==> src/rtl/seg7_byte_decoder.sv <==
// Receive side of the 7-segment digit link: decodes active-low segment codes
// back to nibbles, pairs them into bytes, and flags and counts undecodable codes.
module seg7_byte_decoder #(
    parameter int LOW_FIRST = 0,
    parameter int ERR_CNT_W = 8
) (
    input  logic                 clock,
    input  logic                 resetn,
    input  logic [6:0]           seg_in,
    input  logic                 seg_valid,
    output logic                 seg_ready,
    output logic [7:0]           byte_out,
    output logic                 byte_valid,
    input  logic                 byte_ready,
    output logic                 err,
    output logic [ERR_CNT_W-1:0] err_count,
    input  logic                 clear
);

    // state  | meaning
    // FIRST  | waiting for the first digit of a pair
    // SECOND | first nibble latched, waiting for the second digit
    // HOLD   | byte presented on byte_out until downstream consumes it
    typedef enum logic [1:0] {
        FIRST  = 2'd0,
        SECOND = 2'd1,
        HOLD   = 2'd2
    } state_t;

    state_t state, state_nxt;

    logic [3:0] nib;
    logic       code_ok;
    logic [3:0] first_nib;
    logic       take;
    logic       take_ok;
    logic       take_bad;
    logic [7:0] byte_formed;

    always_comb begin
        nib     = 4'h0;
        code_ok = 1'b1;
        case (seg_in)
            7'b1000000: nib = 4'h0;
            7'b1111001: nib = 4'h1;
            7'b0100100: nib = 4'h2;
            7'b0110000: nib = 4'h3;
            7'b0011001: nib = 4'h4;
            7'b0010010: nib = 4'h5;
            7'b0000010: nib = 4'h6;
            7'b1111000: nib = 4'h7;
            7'b0000000: nib = 4'h8;
            7'b0011000: nib = 4'h9;
            7'b0001000: nib = 4'hA;
            7'b0000011: nib = 4'hB;
            7'b1000110: nib = 4'hC;
            7'b0100001: nib = 4'hD;
            7'b0000110: nib = 4'hE;
            7'b0001110: nib = 4'hF;
            default:    code_ok = 1'b0;
        endcase
    end

    assign seg_ready   = (state != HOLD);
    assign byte_valid  = (state == HOLD);
    assign take        = seg_valid & seg_ready & ~clear;
    assign take_ok     = take & code_ok;
    assign take_bad    = take & ~code_ok;
    assign byte_formed = (LOW_FIRST != 0) ? {nib, first_nib} : {first_nib, nib};

    always_ff @(posedge clock or negedge resetn) begin
        if (!resetn) state <= FIRST;
        else         state <= state_nxt;
    end

    always_comb begin
        state_nxt = state;
        if (clear) begin
            state_nxt = FIRST;
        end else begin
            case (state)
                FIRST: begin
                    if (take_ok) state_nxt = SECOND;
                end
                SECOND: begin
                    if (take_ok)       state_nxt = HOLD;
                    else if (take_bad) state_nxt = FIRST;
                end
                HOLD: begin
                    if (byte_ready) state_nxt = FIRST;
                end
                default: state_nxt = FIRST;
            endcase
        end
    end

    always_ff @(posedge clock or negedge resetn) begin
        if (!resetn) begin
            first_nib <= 4'h0;
            byte_out  <= 8'h00;
            err       <= 1'b0;
            err_count <= '0;
        end else begin
            err <= take_bad;
            if (clear) begin
                err_count <= '0;
            end else if (take_bad && (err_count != '1)) begin
                err_count <= err_count + ERR_CNT_W'(1);
            end
            if (take_ok && state == FIRST)  first_nib <= nib;
            if (take_ok && state == SECOND) byte_out  <= byte_formed;
        end
    end

endmodule

==> config.mk <==
export PLATFORM = sky130hd
export DESIGN_NAME = seg7_byte_decoder
export DESIGN_NICKNAME = d
export VERILOG_FILES = /design/src/rtl/seg7_byte_decoder.sv
export SDC_FILE = /design/constraint.sdc
export NUM_CORES = 1
export LEC_CHECK = 0
export ABC_AREA = 1
export ABC_CLOCK_PERIOD_IN_PS = 1750
export BUFFER_PORTS_ARGS = -buffer_cell sky130_fd_sc_hd__buf_2
export CORE_MARGIN = 2
export CORE_UTILIZATION = 50
export CTS_CLUSTER_SIZE = 14
export DETAILED_ROUTE_END_ITERATION = 16
export PLACE_DENSITY = 0.74
export SYNTH_ARGS = -nofsm -noshare
export SYNTH_HDL_FRONTEND = slang
export SYNTH_SLANG_ARGS = --single-unit
==> constraint.sdc <==
create_clock -name clock -period 1.75 [get_ports clock]
set_clock_uncertainty 0.15 [all_clocks]
set_input_delay 0.175 -clock clock [delete_from_list [all_inputs] [get_ports clock]]
set_output_delay 0.175 -clock clock [all_outputs]
set_load 0.05 [all_outputs]
# Yosys cells after proc, flatten, opt, wreduce, memory -nomap -nowiden
# Cells that the tools add are included.
totals:
  out_inout_bits: 19
  word_cells: 52
  ff_bits: 23
op_classes:
  bitwise_logic: 6
  n_reduce_logical: 8
  mux: 10
  add_sub_neg: 1
  eq_ne: 22
op_table:
  columns: ["op", "n"]
  rows:
  - ["case mux 4 bit (15 select lines)", 1]
  - ["equality test 7 bit, second input constant", 4]
  - ["equality test 7 x 5 -> 1 bit, second input constant", 3]
  - ["equality test 7 x 6 -> 1 bit, second input constant", 3]
  - ["two-way mux 8 bit", 2]
  - ["OR reduction 16 bit", 1]
  - ["equality test 7 x 2 -> 1 bit, second input constant", 2]
  - ["equality test 7 x 4 -> 1 bit, second input constant", 2]
  - ["two-way mux 2 bit", 5]
  - ["adder 8 x 1 -> 8 bit, second input constant", 1]
  - ["!= test 8 bit, second input constant", 1]
  - ["equality test 7 x 3 -> 1 bit, second input constant", 1]
  - ["logical NOT 7 bit", 1]
  - ["case mux 2 bit (3 select lines)", 1]
  - ["bitwise AND 1 bit", 4]
  - ["!= test 4 bit, second input constant", 1]
  - ["logical AND 1 bit", 3]
  - ["!= test 3 x 1 -> 1 bit, second input constant", 1]
  - ["!= test 3 bit, second input constant", 1]
  - ["AND reduction 3 bit", 1]
  - ["equality test 2 x 1 -> 1 bit, second input constant", 1]
  - ["equality test 2 bit, second input constant", 1]
  - ["logical NOT 2 bit", 1]
  - ["!= test 2 bit, second input constant", 1]
  - ["other kinds (3)", 4]

# Logic depth before layout (Yosys ltp)
# Gate-level depths: netlist of the first run.
depth:
  word_depth: 9
  depth_mapped: 12
  ltp_nobuf: 11

# Worst setup path before layout of the first run
# Ideal clock, no wire load.
synth_timing:
  path_type: "register to register"
  startpoint: "reg state[0]"
  endpoint: "reg state[1]"
  synth_period_minus_slack_ns: 2.252
  slack_ns: -0.502
  path_stages_with_launch: 4
  t_required_ns: 1.498
  setup_time_ns: 0.102
  n_path_buf: 0
  t_arrival_ns: 2.000
  path_cell_list: "dfrtp_1 nor2_1 inv_1 o31ai_1"
synth_between:
  elab_cells_between_ends: 15
  classes_between: "6 x eq/ne; 3 x mux; 4 x bitwise; 2 x reduce/logical"
synth_rtl:
  columns: ["element", "line", "source"]
  rows:
  - ["start, declared", "30", "state_t state, state_nxt;"]
  - ["start signal, assigned", "73", "else state <= state_nxt;"]
  - ["equality test 2 bit (*)", null, null]
  - ["net byte_valid", "13", "output logic byte_valid,"]
  - ["!= test 3 x 1 -> 1 bit (no line) or case mux 2 bit (3 select lines) (tied branches)", null, null]
  - ["AND reduction 3 bit (no line) or two-way mux 2 bit (tied branches)", null, null]
# Mark *: on every way through the listed nets, which the timed path passes. The rest lies on a longest branch.
# A chain may end at the register's enable or synchronous reset.

# Worst setup path after layout of the first run
layout_timing:
  startpoint: "reg err_count[1]"
  endpoint: "reg err_count[2]"
layout_between:
  elab_chain_len: 3
  elab_cells_between_ends: 6
  classes_between: "1 x add/sub; 1 x eq/ne; 2 x mux; 2 x reduce/logical"
layout_lines:
  columns: ["element", "line", "source"]
  rows:
  - ["start, declared", "16", "output logic [ERR_CNT_W-1:0] err_count,"]
  - ["start signal, assigned", "108", "err_count <= err_count + ERR_CNT_W'(1);"]
  - ["adder 8 x 1 -> 8 bit or != test 8 bit (tied branches)", "108, 107", null]
  - ["two-way mux 8 bit or logical AND 1 bit (tied branches)", "107", "end else if (take_bad && (err_count != '1)) begin"]
  - ["two-way mux 8 bit or nonzero test 2 bit (tied branches)", null, null]
# Several ways; a longest one is shown, not always the timed one. The select of a mux whose other input is x is not followed.

==> flow_results.xml, run 1 <==
<?xml version="1.0" encoding="UTF-8"?>
<metrics>
  <group name="route">
    <metric name="detail_route.wirelength" unit="mm">2.98</metric>
    <metric name="vias_per_cell" unit="">5.15</metric>
    <metric name="post-route-drc-count" unit="">0</metric>
    <metric name="avgRoutedWirePerCell" unit="um">11.5</metric>
    <metric name="drt.antenna.violating_nets" unit="">0</metric>
    <metric name="drtPass1Iterations" unit="">4</metric>
    <metric name="routed-via-count" unit="">1338</metric>
    <metric name="drt-initial-drc-count" unit="">35</metric>
  </group>
  <group name="floorplan">
    <metric name="floorplan.initialDensity" unit="">0.511</metric>
    <metric name="dieWidth" unit="um">59.2</metric>
    <metric name="io_pins" unit="">31</metric>
    <metric name="die_height" unit="um">59.2</metric>
    <metric name="design.core.area" unit="mm2">0.00298</metric>
    <metric name="die_area" unit="mm2">0.00350</metric>
    <metric name="fp-row-count" unit="">20</metric>
  </group>
  <group name="clocking">
    <metric name="cts_tree" unit="">done</metric>
    <metric name="clkSlewWorstSetupHoldPaths" unit="ns">0.12</metric>
    <metric name="root_buffer" unit="">clkbuf_4</metric>
    <metric name="cts_max_level" unit="">1</metric>
    <metric name="clkSinkCount" unit="">23</metric>
    <metric name="cts-buffers-inserted" unit="">3</metric>
    <metric name="worst_skew_pair.late_latency" unit="ns">0.31</metric>
    <metric name="clock_tree.buffer_depth" unit="">2</metric>
  </group>
  <group name="synthesis">
    <metric name="leading_register_cell_type_out_of_synthesis" unit="">dfrtp_1</metric>
    <metric name="async_flop_share" unit="">1.00</metric>
    <metric name="synth_edf_count" unit="">0</metric>
    <metric name="synthDominantAreaCellType" unit="">dfrtp_1</metric>
    <metric name="postSynthAreaPerCell" unit="um2">8.18</metric>
    <metric name="syn_nets" unit="">199</metric>
    <metric name="ys_seq_area_frac" unit="">0.378</metric>
    <metric name="syn_inst" unit="">186</metric>
    <metric name="yosysUniqueCellTypes" unit="">32</metric>
    <metric name="number_of_warning_messages_in_the_yosys_log" unit="">0</metric>
    <metric name="synth.top_cell.area_share" unit="">0.378</metric>
    <metric name="synth.most_common_cell" unit="">nand2_1</metric>
    <metric name="synth.cells.most_frequent" unit="">39 x nand2_1, 31 x nand3_1, 23 x dfrtp_1</metric>
    <metric name="synth.cell_area" unit="mm2">0.00152</metric>
    <metric name="postSynthRegisterBits" unit="">23</metric>
    <metric name="cells_taking_the_most_area_after_synthesis" unit="">dfrtp_1 38%, nand3_1 10%, nand2_1 9.6%</metric>
  </group>
  <group name="finish">
    <metric name="area_growth_synth_to_finish" unit="%">19.6</metric>
    <metric name="post-route-cell-area" unit="mm2">0.00182</metric>
    <metric name="post_layout_nets" unit="">241</metric>
    <metric name="drive_gt1_frac" unit="">0.383</metric>
    <metric name="n_antenna_cell" unit="">0</metric>
  </group>
  <group name="sta">
    <metric name="final_period_minus_worst_setup_slack" unit="ns">1.61</metric>
    <metric name="hold_slack" unit="ns">0.0266</metric>
    <metric name="maxSlewViolCount" unit="">0</metric>
    <metric name="setup-violations-final" unit="">0</metric>
    <metric name="rsz_0062_raised_after_global_routing" unit="">false</metric>
    <metric name="final_hold_viol_count" unit="">0</metric>
    <metric name="tightest_slew" unit="ns">0.517</metric>
    <metric name="final.period_utilization" unit="">0.923</metric>
    <metric name="setup_tns" unit="ns">0</metric>
    <metric name="timing.max_slew.rel_slack" unit="">0.655</metric>
    <metric name="max_freq" unit="GHz">0.619</metric>
  </group>
  <group name="setup_path">
    <metric name="required" unit="ns">1.82</metric>
    <metric name="critical_path.max_fanout" unit="">8</metric>
    <metric name="crit_arrival" unit="ns">1.68</metric>
    <metric name="end_kind" unit="">flop</metric>
    <metric name="crit_type" unit="">flop to flop</metric>
    <metric name="critical_path.startpoint_type" unit="">flop</metric>
  </group>
  <group name="place">
    <metric name="io_buffer_count" unit="">30</metric>
    <metric name="place_area" unit="mm2">0.00174</metric>
    <metric name="place.detailed.hpwl" unit="mm">2.30</metric>
    <metric name="place.gp.congestion" unit="">0.950</metric>
  </group>
  <group name="global_route">
    <metric name="track_usage" unit="">0.200</metric>
    <metric name="gr-max-usage-layer" unit="">met2</metric>
    <metric name="grtUsageMet1" unit="">0.269</metric>
    <metric name="grt_start_max_net_pins" unit="">24</metric>
    <metric name="grt.met2_usage" unit="">0.332</metric>
    <metric name="global_route.overflow_total" unit="">0</metric>
    <metric name="global_route_wire_length_before_repair" unit="mm">5.46</metric>
    <metric name="first_global_vias" unit="">1289</metric>
    <metric name="grt.met3_usage" unit="">0.0480</metric>
    <metric name="grt_antenna_before_repair" unit="">0</metric>
  </group>
  <group name="flow_run">
    <metric name="drv.max_cap_violation_count" unit="">0</metric>
  </group>
  <group name="power_and_ir_drop">
    <metric name="vdd_ir_drop_max" unit="mV">0.405</metric>
    <metric name="power_density" unit="mW/mm2">544</metric>
    <metric name="total_leakage_power" unit="nW">1.00</metric>
  </group>
  <group name="hold_path">
    <metric name="hold_path.class" unit="">input port to flop</metric>
  </group>
  <group name="run_status">
    <metric name="outcome" unit="">completed</metric>
  </group>
</metrics>
metrics by stage:
stage	worst slack, ns	utilization	power, mW	std cells
2_1_floorplan	0.00866	-	0.680	186
3_3_place_gp	0.0458	0.584	0.743	252
3_5_place_dp	0.0110	0.584	0.745	252
4_1_cts	0.0939	0.604	0.999	259
5_1_grt	0.0225	0.611	1.04	260
6_report	0.135	0.611	0.989	260
final timing paths:
path	from	to	slack, ns	cells past startpoint
hold reg to reg	byte_out[2]$_DFFE_PN0P_	byte_out[2]$_DFFE_PN0P_	0.34	2
max in group asynchronous	resetn	err_count[0]$_DFFE_PN0P_	0.88	2
min in group asynchronous	resetn	byte_out[3]$_DFFE_PN0P_	0.20	2
setup / recovery	err_count[1]$_DFFE_PN0P_	err_count[2]$_DFFE_PN0P_	0.14	8
setup reg to reg	err_count[1]$_DFFE_PN0P_	err_count[2]$_DFFE_PN0P_	0.14	8
hold / removal	seg_valid	state[0]$_DFFE_PN0P_	0.03	4
logic make-up after synthesis:
group | share of synthesized area
adder cells (fa/ha/maj) | 0.00822
flip-flops | 0.378
XOR/XNOR | 0.0288
buffers and inverters | 0.0683
AO/OA/AOI/OAI | 0.0592
AND/OR/NAND/NOR | 0.457
layout by cell type, fill, tap and decap left out, types with 3 or more instances in the layout:
master / Yosys / final
nand2_1: 39 / 38
nand3_1: 31 / 30
buf_2: 1 / 30
dfrtp_1: 23 / 21
inv_1: 16 / 15
nor2_1: 14 / 13
nand2_2: 11 / 12
inv_2: 5 / 6
buf_4: 0 / 6
nor2_4: 4 / 5
nor2_2: 5 / 5
o21ai_0: 4 / 4
xor2_1: 4 / 4
nand3_2: 2 / 3
o21ai_2: 3 / 3
clkbuf_4: 0 / 3
dlygate4sd3_1: 0 / 3
critical path: stages, from the launching register on:
cell and delay, ns:
dfrtp_2 0.41, ha_1 0.21, nand3_2 0.14, nor3_4 0.22, nand2_2 0.10, inv_2 0.10
nor2_8 0.06, nand3_1 0.08, nand2_1 0.06
report_power, final:
part           total (mW)  internal (mW)  switching [mW]
sequential          0.557          0.547          0.0104
combinational       0.184         0.0605           0.123
clock               0.248         0.0856           0.162
total               0.989          0.693           0.296
flip-flops by register name, indices dropped and copies added (netlist names):
register   count
state          2
byte_out       8
err            1
first_nib      4
err_count      8
cell type report:
| type | count | area, um2 |
|---|---|---|
| Clock buffer | 3 | 22.5 |
| Clock inverter | 1 | 5.00 |
| Fill cell | 291 | 1160 |
| Inverter | 21 | 78.8 |
| Multi-Input combinational cell | 140 | 868 |
| Sequential cell | 23 | 578 |
| Tap cell | 33 | 41.3 |
| Timing Repair Buffer | 39 | 225 |
timing repair:
action | CTS | global route
endpoints found under the hold margin | 24 | 0
gates resized for setup | 0 | 3
endpoints found under the setup margin | 0 | 8
setup buffers | 0 | 1
hold buffers | 3 | 0
layer usage:
| layer | part of all wire | up-vias |
|---|---|---|
| li1 | - | 689 |
| met5 | 0 | - |
| met3 | 0.043 | 3 |
| met1 | 0.46 | 610 |
| met2 | 0.49 | 36 |
| met4 | 0.0034 | 0 |
No activity file was read; power rests on OpenSTA's default activity.
==> run 2, diff against run 1 <==
--- a/config.mk
+++ b/config.mk
@@ -12,7 +12,7 @@
 export CORE_UTILIZATION = 50
 export CTS_CLUSTER_SIZE = 14
 export DETAILED_ROUTE_END_ITERATION = 16
-export PLACE_DENSITY = 0.74
+export PLACE_DENSITY = 0.71
 export SYNTH_ARGS = -nofsm -noshare
 export SYNTH_HDL_FRONTEND = slang
 export SYNTH_SLANG_ARGS = --single-unit
==> run 2 against run 1 <==
  * Via count is the same
  * Critical path type unchanged
  * Global-route usage shrank 0.34 points
  * Non-clock buffer count grew 1
  * Clock power is essentially flat
==> flow_results.xml, run 2 (synthesized netlist as in run 1, its figures left out) <==
<?xml version="1.0" encoding="UTF-8"?>
<metrics>
  <group name="setup_path">
    <metric name="critical_path.startpoint_type" unit="">flop</metric>
    <metric name="rr_endpoint" unit="">err_count[0]$_DFFE_PN0P_</metric>
    <metric name="required" unit="ns">1.82</metric>
    <metric name="worst_r2r_startpoint" unit="">err_count[0]$_DFFE_PN0P_</metric>
    <metric name="crit_type" unit="">flop to flop</metric>
    <metric name="end_kind" unit="">flop</metric>
    <metric name="critical_path.max_fanout" unit="">8</metric>
    <metric name="crit_arrival" unit="ns">1.71</metric>
    <metric name="reg2reg_slack" unit="ns">0.11</metric>
    <metric name="r2r_cells" unit="">8</metric>
  </group>
  <group name="sta">
    <metric name="setup-violations-final" unit="">0</metric>
    <metric name="setup_tns" unit="ns">0</metric>
    <metric name="final_period_minus_worst_setup_slack" unit="ns">1.64</metric>
    <metric name="final.period_utilization" unit="">0.939</metric>
    <metric name="maxSlewViolCount" unit="">0</metric>
    <metric name="timing.max_slew.rel_slack" unit="">0.659</metric>
    <metric name="final_hold_viol_count" unit="">0</metric>
    <metric name="hold_slack" unit="ns">0.0224</metric>
    <metric name="tightest_slew" unit="ns">0.511</metric>
    <metric name="max_freq" unit="GHz">0.609</metric>
  </group>
  <group name="flow_run">
    <metric name="drv.max_cap_violation_count" unit="">0</metric>
  </group>
  <group name="clocking">
    <metric name="root_buffer" unit="">clkbuf_4</metric>
    <metric name="clock_tree.buffer_depth" unit="">2</metric>
    <metric name="cts_tree" unit="">done</metric>
    <metric name="cts-buffers-inserted" unit="">3</metric>
    <metric name="cts_max_level" unit="">1</metric>
    <metric name="clkSlewWorstSetupHoldPaths" unit="ns">0.13</metric>
    <metric name="clkSinkCount" unit="">23</metric>
    <metric name="worst_skew_pair.late_latency" unit="ns">0.31</metric>
  </group>
  <group name="route">
    <metric name="drtPass1Iterations" unit="">4</metric>
    <metric name="detail_route.wirelength.met1" unit="mm">1.38</metric>
    <metric name="post-route-drc-count" unit="">0</metric>
    <metric name="met2_wirelength" unit="mm">1.62</metric>
    <metric name="vias_per_cell" unit="">5.13</metric>
    <metric name="met3RoutedLength" unit="um">113</metric>
    <metric name="route.top_layer_used" unit="">met4</metric>
    <metric name="drt.antenna.violating_nets" unit="">0</metric>
    <metric name="drt-initial-drc-count" unit="">51</metric>
    <metric name="avgRoutedWirePerCell" unit="um">12.0</metric>
    <metric name="detail_route.wirelength" unit="mm">3.12</metric>
    <metric name="routed-via-count" unit="">1338</metric>
  </group>
  <group name="finish">
    <metric name="drive_gt1_frac" unit="">0.390</metric>
    <metric name="multi_input_comb_area" unit="um2">865</metric>
    <metric name="n_antenna_cell" unit="">0</metric>
    <metric name="area_growth_synth_to_finish" unit="%">19.8</metric>
    <metric name="post_layout_nets" unit="">242</metric>
    <metric name="final_common_cell" unit="">nand2_1</metric>
    <metric name="layout_common_cells" unit="">38 x nand2_1, 30 x nand3_1, 30 x buf_2</metric>
    <metric name="post-route-cell-area" unit="mm2">0.00182</metric>
    <metric name="stdcell_count" unit="">261</metric>
    <metric name="leading_registers_by_flop_count" unit="">byte_out: 8 flops, err_count: 8 flops, first_nib: 4 flops</metric>
    <metric name="regArea" unit="um2">578</metric>
    <metric name="fillerInstances" unit="">258</metric>
  </group>
  <group name="power_and_ir_drop">
    <metric name="power_density" unit="mW/mm2">544</metric>
    <metric name="total_leakage_power" unit="nW">0.986</metric>
    <metric name="vdd_ir_drop_max" unit="mV">0.397</metric>
    <metric name="total_power_consumption" unit="uW">991</metric>
  </group>
  <group name="place">
    <metric name="place_area" unit="mm2">0.00174</metric>
    <metric name="place.detailed.hpwl" unit="mm">2.40</metric>
    <metric name="placed_cells_incl_taps" unit="">252</metric>
    <metric name="io_buffer_count" unit="">30</metric>
    <metric name="place.gp.congestion" unit="">0.894</metric>
  </group>
  <group name="hold_path">
    <metric name="timing.hold.worst.start" unit="">seg_valid</metric>
    <metric name="whs_endpoint" unit="">state[0]$_DFFE_PN0P_</metric>
    <metric name="worst_hold_path.num_cells" unit="">4</metric>
    <metric name="hold_path.class" unit="">input port to flop</metric>
  </group>
  <group name="global_route">
    <metric name="grt_antenna_before_repair" unit="">0</metric>
    <metric name="track_usage" unit="">0.196</metric>
    <metric name="first_global_vias" unit="">1212</metric>
    <metric name="grt_start_max_net_pins" unit="">24</metric>
    <metric name="global_route_wire_length_before_repair" unit="mm">5.35</metric>
    <metric name="global_route.overflow_total" unit="">0</metric>
  </group>
  <group name="floorplan">
    <metric name="die_area" unit="mm2">0.00350</metric>
    <metric name="floorplan.initialDensity" unit="">0.511</metric>
    <metric name="fp-row-count" unit="">20</metric>
    <metric name="dieWidth" unit="um">59.2</metric>
    <metric name="design.core.area" unit="mm2">0.00298</metric>
    <metric name="io_pins" unit="">31</metric>
    <metric name="die_height" unit="um">59.2</metric>
  </group>
  <group name="run_status">
    <metric name="outcome" unit="">completed</metric>
  </group>
</metrics>
==> run 2: changes by cell type in the layout (fill, tap and decap cells not counted) <==
cell,before,now
nor3_2,0,1
buf_4,6,7
ha_1,1,0
ha_2,0,1
nor3_4,2,1
==> run 2: layout make-up <==
type                    count  area share
clock buffers               3      0.0124
clock inverters             1     0.00275
inverters                  21      0.0432
multi-input cells         140       0.474
flip-flops and latches     23       0.317
well taps                  33      0.0226
repair buffers             40       0.128
==> run 2: worst max path at each step <==
stage / startpoint / end / slack (ns) / depth (start not counted)
global route: err_count[0]$_DFFE_PN0P_ / err_count[2]$_DFFE_PN0P_ / -0.009 / 7
CTS: err_count[0]$_DFFE_PN0P_ / err_count[0]$_DFFE_PN0P_ / 0.06 / 8
global placement: seg_in[5] / byte_out[3]$_DFFE_PN0P_ / 0.06 / 11
detailed placement: seg_in[5] / byte_out[3]$_DFFE_PN0P_ / 0.01 / 11
finish: err_count[0]$_DFFE_PN0P_ / err_count[0]$_DFFE_PN0P_ / 0.11 / 8
floorplan: err_count[3]$_DFFE_PN0P_ / err_count[6]$_DFFE_PN0P_ / 0.009 / 7
==> run 2: layer usage <==
metal | up-vias | GRT usage
met5 | - | 0
met4 | 0 | 0.0422
met3 | 2 | 0.0328
met2 | 30 | 0.354
met1 | 610 | 0.245
li1 | 696 | -
==> run 2: through the flow <==
| step | setup WS (ns) | utilization |
|---|---|---|
| finish | 0.107 | 0.612 |
| global route | -0.00889 | 0.612 |
| CTS | 0.0576 | 0.604 |
| detailed placement | 0.0136 | 0.584 |
| floorplan | 0.00866 | - |
| global placement | 0.0583 | 0.584 |
==> run 2: critical path, cell delays in order (launching register included) <==
cell,delay (ns)
dfrtp_2,0.41
ha_2,0.20
nand3_2,0.12
nor3_2,0.25
nand2_2,0.11
inv_2,0.11
nor2_8,0.06
nand3_1,0.07
nand2_1,0.06
==> run 2: what timing repair did <==
item / CTS / global route
setup endpoints to repair: 0 / 8
buffers inserted: 0 / 2
gates resized for setup: 0 / 3
endpoints found under the hold margin: 24 / 0
hold buffers: 3 / 0
==> run 2: power breakdown <==
group	internal [mW]	switching (mW)	total [mW]
logic	0.0612	0.124	0.185
clock network	0.0854	0.163	0.248
registers	0.547	0.0104	0.558
==> run 3, diff against run 2 <==
--- a/config.mk
+++ b/config.mk
@@ -13,6 +13,7 @@
 export CTS_CLUSTER_SIZE = 14
 export DETAILED_ROUTE_END_ITERATION = 16
 export PLACE_DENSITY = 0.71
+export REMOVE_ABC_BUFFERS = 1
 export SYNTH_ARGS = -nofsm -noshare
 export SYNTH_HDL_FRONTEND = slang
 export SYNTH_SLANG_ARGS = --single-unit
==> run 3 against run 2 <==
  * Worst hold slack improved by 0.011 ns
  * Critical path depth down 4
  * First-iteration DRC count rose by 16%
  * Sequential power barely moved
  * Combinational power is essentially flat
  * Final area decreased by 1.2%
  * Sequential cell count stayed put
  * Register-to-register slack lost 0.02 ns
  * Critical endpoint is now seg_ready
  * Largest cell class unchanged
==> flow_results.xml, run 3 (synthesized netlist as in run 1, its figures left out) <==
<?xml version="1.0" encoding="UTF-8"?>
<metrics>
  <group name="clocking">
    <metric name="clock_tree.buffer_depth" unit="">2</metric>
    <metric name="cts_setup_buffers" unit="">0</metric>
    <metric name="clkSlewWorstSetupHoldPaths" unit="ns">0.13</metric>
    <metric name="root_buffer" unit="">clkbuf_4</metric>
    <metric name="worst_skew_pair.late_latency" unit="ns">0.31</metric>
    <metric name="cts-buffers-inserted" unit="">3</metric>
    <metric name="clkSinkCount" unit="">23</metric>
    <metric name="cts_max_level" unit="">1</metric>
    <metric name="cts_tree" unit="">done</metric>
  </group>
  <group name="flow_run">
    <metric name="drv.max_cap_violation_count" unit="">0</metric>
  </group>
  <group name="place">
    <metric name="io_buffer_count" unit="">30</metric>
    <metric name="place.detailed.hpwl" unit="mm">2.35</metric>
    <metric name="preCtsSetupSlack" unit="ns">-0.0295</metric>
    <metric name="place.gp.congestion" unit="">0.974</metric>
  </group>
  <group name="floorplan">
    <metric name="die_height" unit="um">59.2</metric>
    <metric name="design.core.area" unit="mm2">0.00298</metric>
    <metric name="dieWidth" unit="um">59.2</metric>
    <metric name="fp-row-count" unit="">20</metric>
    <metric name="io_pins" unit="">31</metric>
    <metric name="floorplan.initialDensity" unit="">0.511</metric>
    <metric name="die_area" unit="mm2">0.00350</metric>
  </group>
  <group name="finish">
    <metric name="layout.core_utilization" unit="">0.605</metric>
    <metric name="multi_input_comb_area" unit="um2">852</metric>
    <metric name="post_layout_nets" unit="">241</metric>
    <metric name="leading_registers_by_flop_count" unit="">byte_out: 8 flops, err_count: 8 flops, first_nib: 4 flops</metric>
    <metric name="area_growth_synth_to_finish" unit="%">18.3</metric>
    <metric name="layout_common_cells" unit="">39 x nand2_1, 30 x nand3_1, 30 x buf_2</metric>
    <metric name="fillerInstances" unit="">280</metric>
    <metric name="regArea" unit="um2">576</metric>
    <metric name="final_common_cell" unit="">nand2_1</metric>
    <metric name="n_antenna_cell" unit="">0</metric>
    <metric name="drive_gt1_frac" unit="">0.366</metric>
  </group>
  <group name="power_and_ir_drop">
    <metric name="vdd_ir_drop_max" unit="mV">0.374</metric>
    <metric name="power_density" unit="mW/mm2">547</metric>
    <metric name="total_leakage_power" unit="nW">0.986</metric>
  </group>
  <group name="setup_path">
    <metric name="crit_path_start" unit="">state[1]$_DFFE_PN0P_</metric>
    <metric name="r2r_cells" unit="">8</metric>
    <metric name="required" unit="ns">1.42</metric>
    <metric name="end_kind" unit="">primary output</metric>
    <metric name="crit_type" unit="">flop to primary output</metric>
    <metric name="worst_r2r_startpoint" unit="">err_count[1]$_DFFE_PN0P_</metric>
    <metric name="reg2reg_slack" unit="ns">0.09</metric>
    <metric name="critical_path.max_fanout" unit="">3</metric>
    <metric name="rr_endpoint" unit="">err_count[6]$_DFFE_PN0P_</metric>
    <metric name="critical_path.startpoint_type" unit="">flop</metric>
    <metric name="crit_arrival" unit="ns">1.35</metric>
  </group>
  <group name="hold_path">
    <metric name="worst_hold_path.num_cells" unit="">4</metric>
    <metric name="whs_endpoint" unit="">state[0]$_DFFE_PN0P_</metric>
    <metric name="hold_path.class" unit="">input port to flop</metric>
    <metric name="timing.hold.worst.start" unit="">seg_valid</metric>
  </group>
  <group name="route">
    <metric name="routed-via-count" unit="">1401</metric>
    <metric name="met2_wirelength" unit="mm">1.68</metric>
    <metric name="vias_per_cell" unit="">5.39</metric>
    <metric name="post-route-drc-count" unit="">0</metric>
    <metric name="detail_route.wirelength.met1" unit="mm">1.29</metric>
    <metric name="detail_route.wirelength" unit="mm">3.16</metric>
    <metric name="drt.antenna.violating_nets" unit="">0</metric>
    <metric name="avgRoutedWirePerCell" unit="um">12.2</metric>
    <metric name="drt-initial-drc-count" unit="">59</metric>
    <metric name="met3RoutedLength" unit="um">164</metric>
    <metric name="route.top_layer_used" unit="">met4</metric>
    <metric name="drtPass1Iterations" unit="">4</metric>
  </group>
  <group name="sta">
    <metric name="max_freq" unit="GHz">0.596</metric>
    <metric name="setup-violations-final" unit="">0</metric>
    <metric name="timing.max_slew.rel_slack" unit="">0.662</metric>
    <metric name="maxSlewViolCount" unit="">0</metric>
    <metric name="setup_ws_final" unit="ns">0.0735</metric>
    <metric name="final_period_minus_worst_setup_slack" unit="ns">1.68</metric>
    <metric name="tightest_slew" unit="ns">0.507</metric>
    <metric name="final.period_utilization" unit="">0.958</metric>
    <metric name="rsz_0062_raised_after_global_routing" unit="">false</metric>
    <metric name="final_hold_viol_count" unit="">0</metric>
  </group>
  <group name="global_route">
    <metric name="first_global_vias" unit="">1221</metric>
    <metric name="grt_antenna_before_repair" unit="">0</metric>
    <metric name="grt_start_max_net_pins" unit="">24</metric>
    <metric name="track_usage" unit="">0.191</metric>
    <metric name="global_route.overflow_total" unit="">0</metric>
    <metric name="global_route_wire_length_before_repair" unit="mm">5.20</metric>
  </group>
  <group name="run_status">
    <metric name="outcome" unit="">completed</metric>
  </group>
</metrics>
run 3: cell types whose count changed in the layout (fill, tap and decap cells not counted), sizes merged:
cell and delta:
buf -1
run 3: worst max-delay path by stage:
stage / slack [ns] / cells after the start / endpoint
after floorplan: -0.50 / 3 / state[1]$_DFFE_PN0P_
after CTS: 0.05 / 8 / err_count[5]$_DFFE_PN0P_
after detailed placement: -0.03 / 11 / byte_out[2]$_DFFE_PN0P_
after global routing: 0.02 / 4 / seg_ready
after global placement: 0.03 / 11 / byte_out[2]$_DFFE_PN0P_
final: 0.07 / 4 / seg_ready
run 3: cell type report:
type / count / share of cell area
Multi-Input combinational cell: 140 / 0.473
Sequential cell: 23 / 0.320
Tap cell: 33 / 0.0229
Clock buffer: 3 / 0.0125
Clock inverter: 1 / 0.00278
Inverter: 21 / 0.0438
Timing Repair Buffer: 39 / 0.125
run 3: per-layer routing:
layer | vias to the layer above | track usage
li1 | 685 | -
met1 | 666 | 0.232
met2 | 46 | 0.346
met3 | 4 | 0.0415
met4 | 0 | 0.0390
met5 | - | 0
run 3: critical path, cell delays in order (launching register included):
cell,delay (ns)
dfrtp_1,0.40
inv_1,0.07
nor2_1,0.24
inv_1,0.10
buf_2,0.23
run 3: where the power goes:
group	switching, mW	internal (mW)
registers	0.00932	0.546
logic	0.124	0.0594
clock network	0.161	0.0855
total	0.294	0.691
run 3: what timing repair did:
item,CTS,global route
endpoints found under the hold margin,24,0
hold buffers,3,0
endpoints found under the setup margin,0,8
gates resized for setup,0,3
run 3: stage by stage:
stage                     TNS [ns]  hold slack, ns  power (mW)  area [um2]  std cells
after global placement           0          0.0240       0.739        1730        253
final                            0          0.0331       0.985        1800        260
after floorplan              -4.96          -0.271       0.678        1500        184
after detailed placement   -0.0702          0.0233       0.744        1730        253
after CTS                        0          0.0232       0.992        1790        260
after global routing             0          0.0405        1.03        1800        260
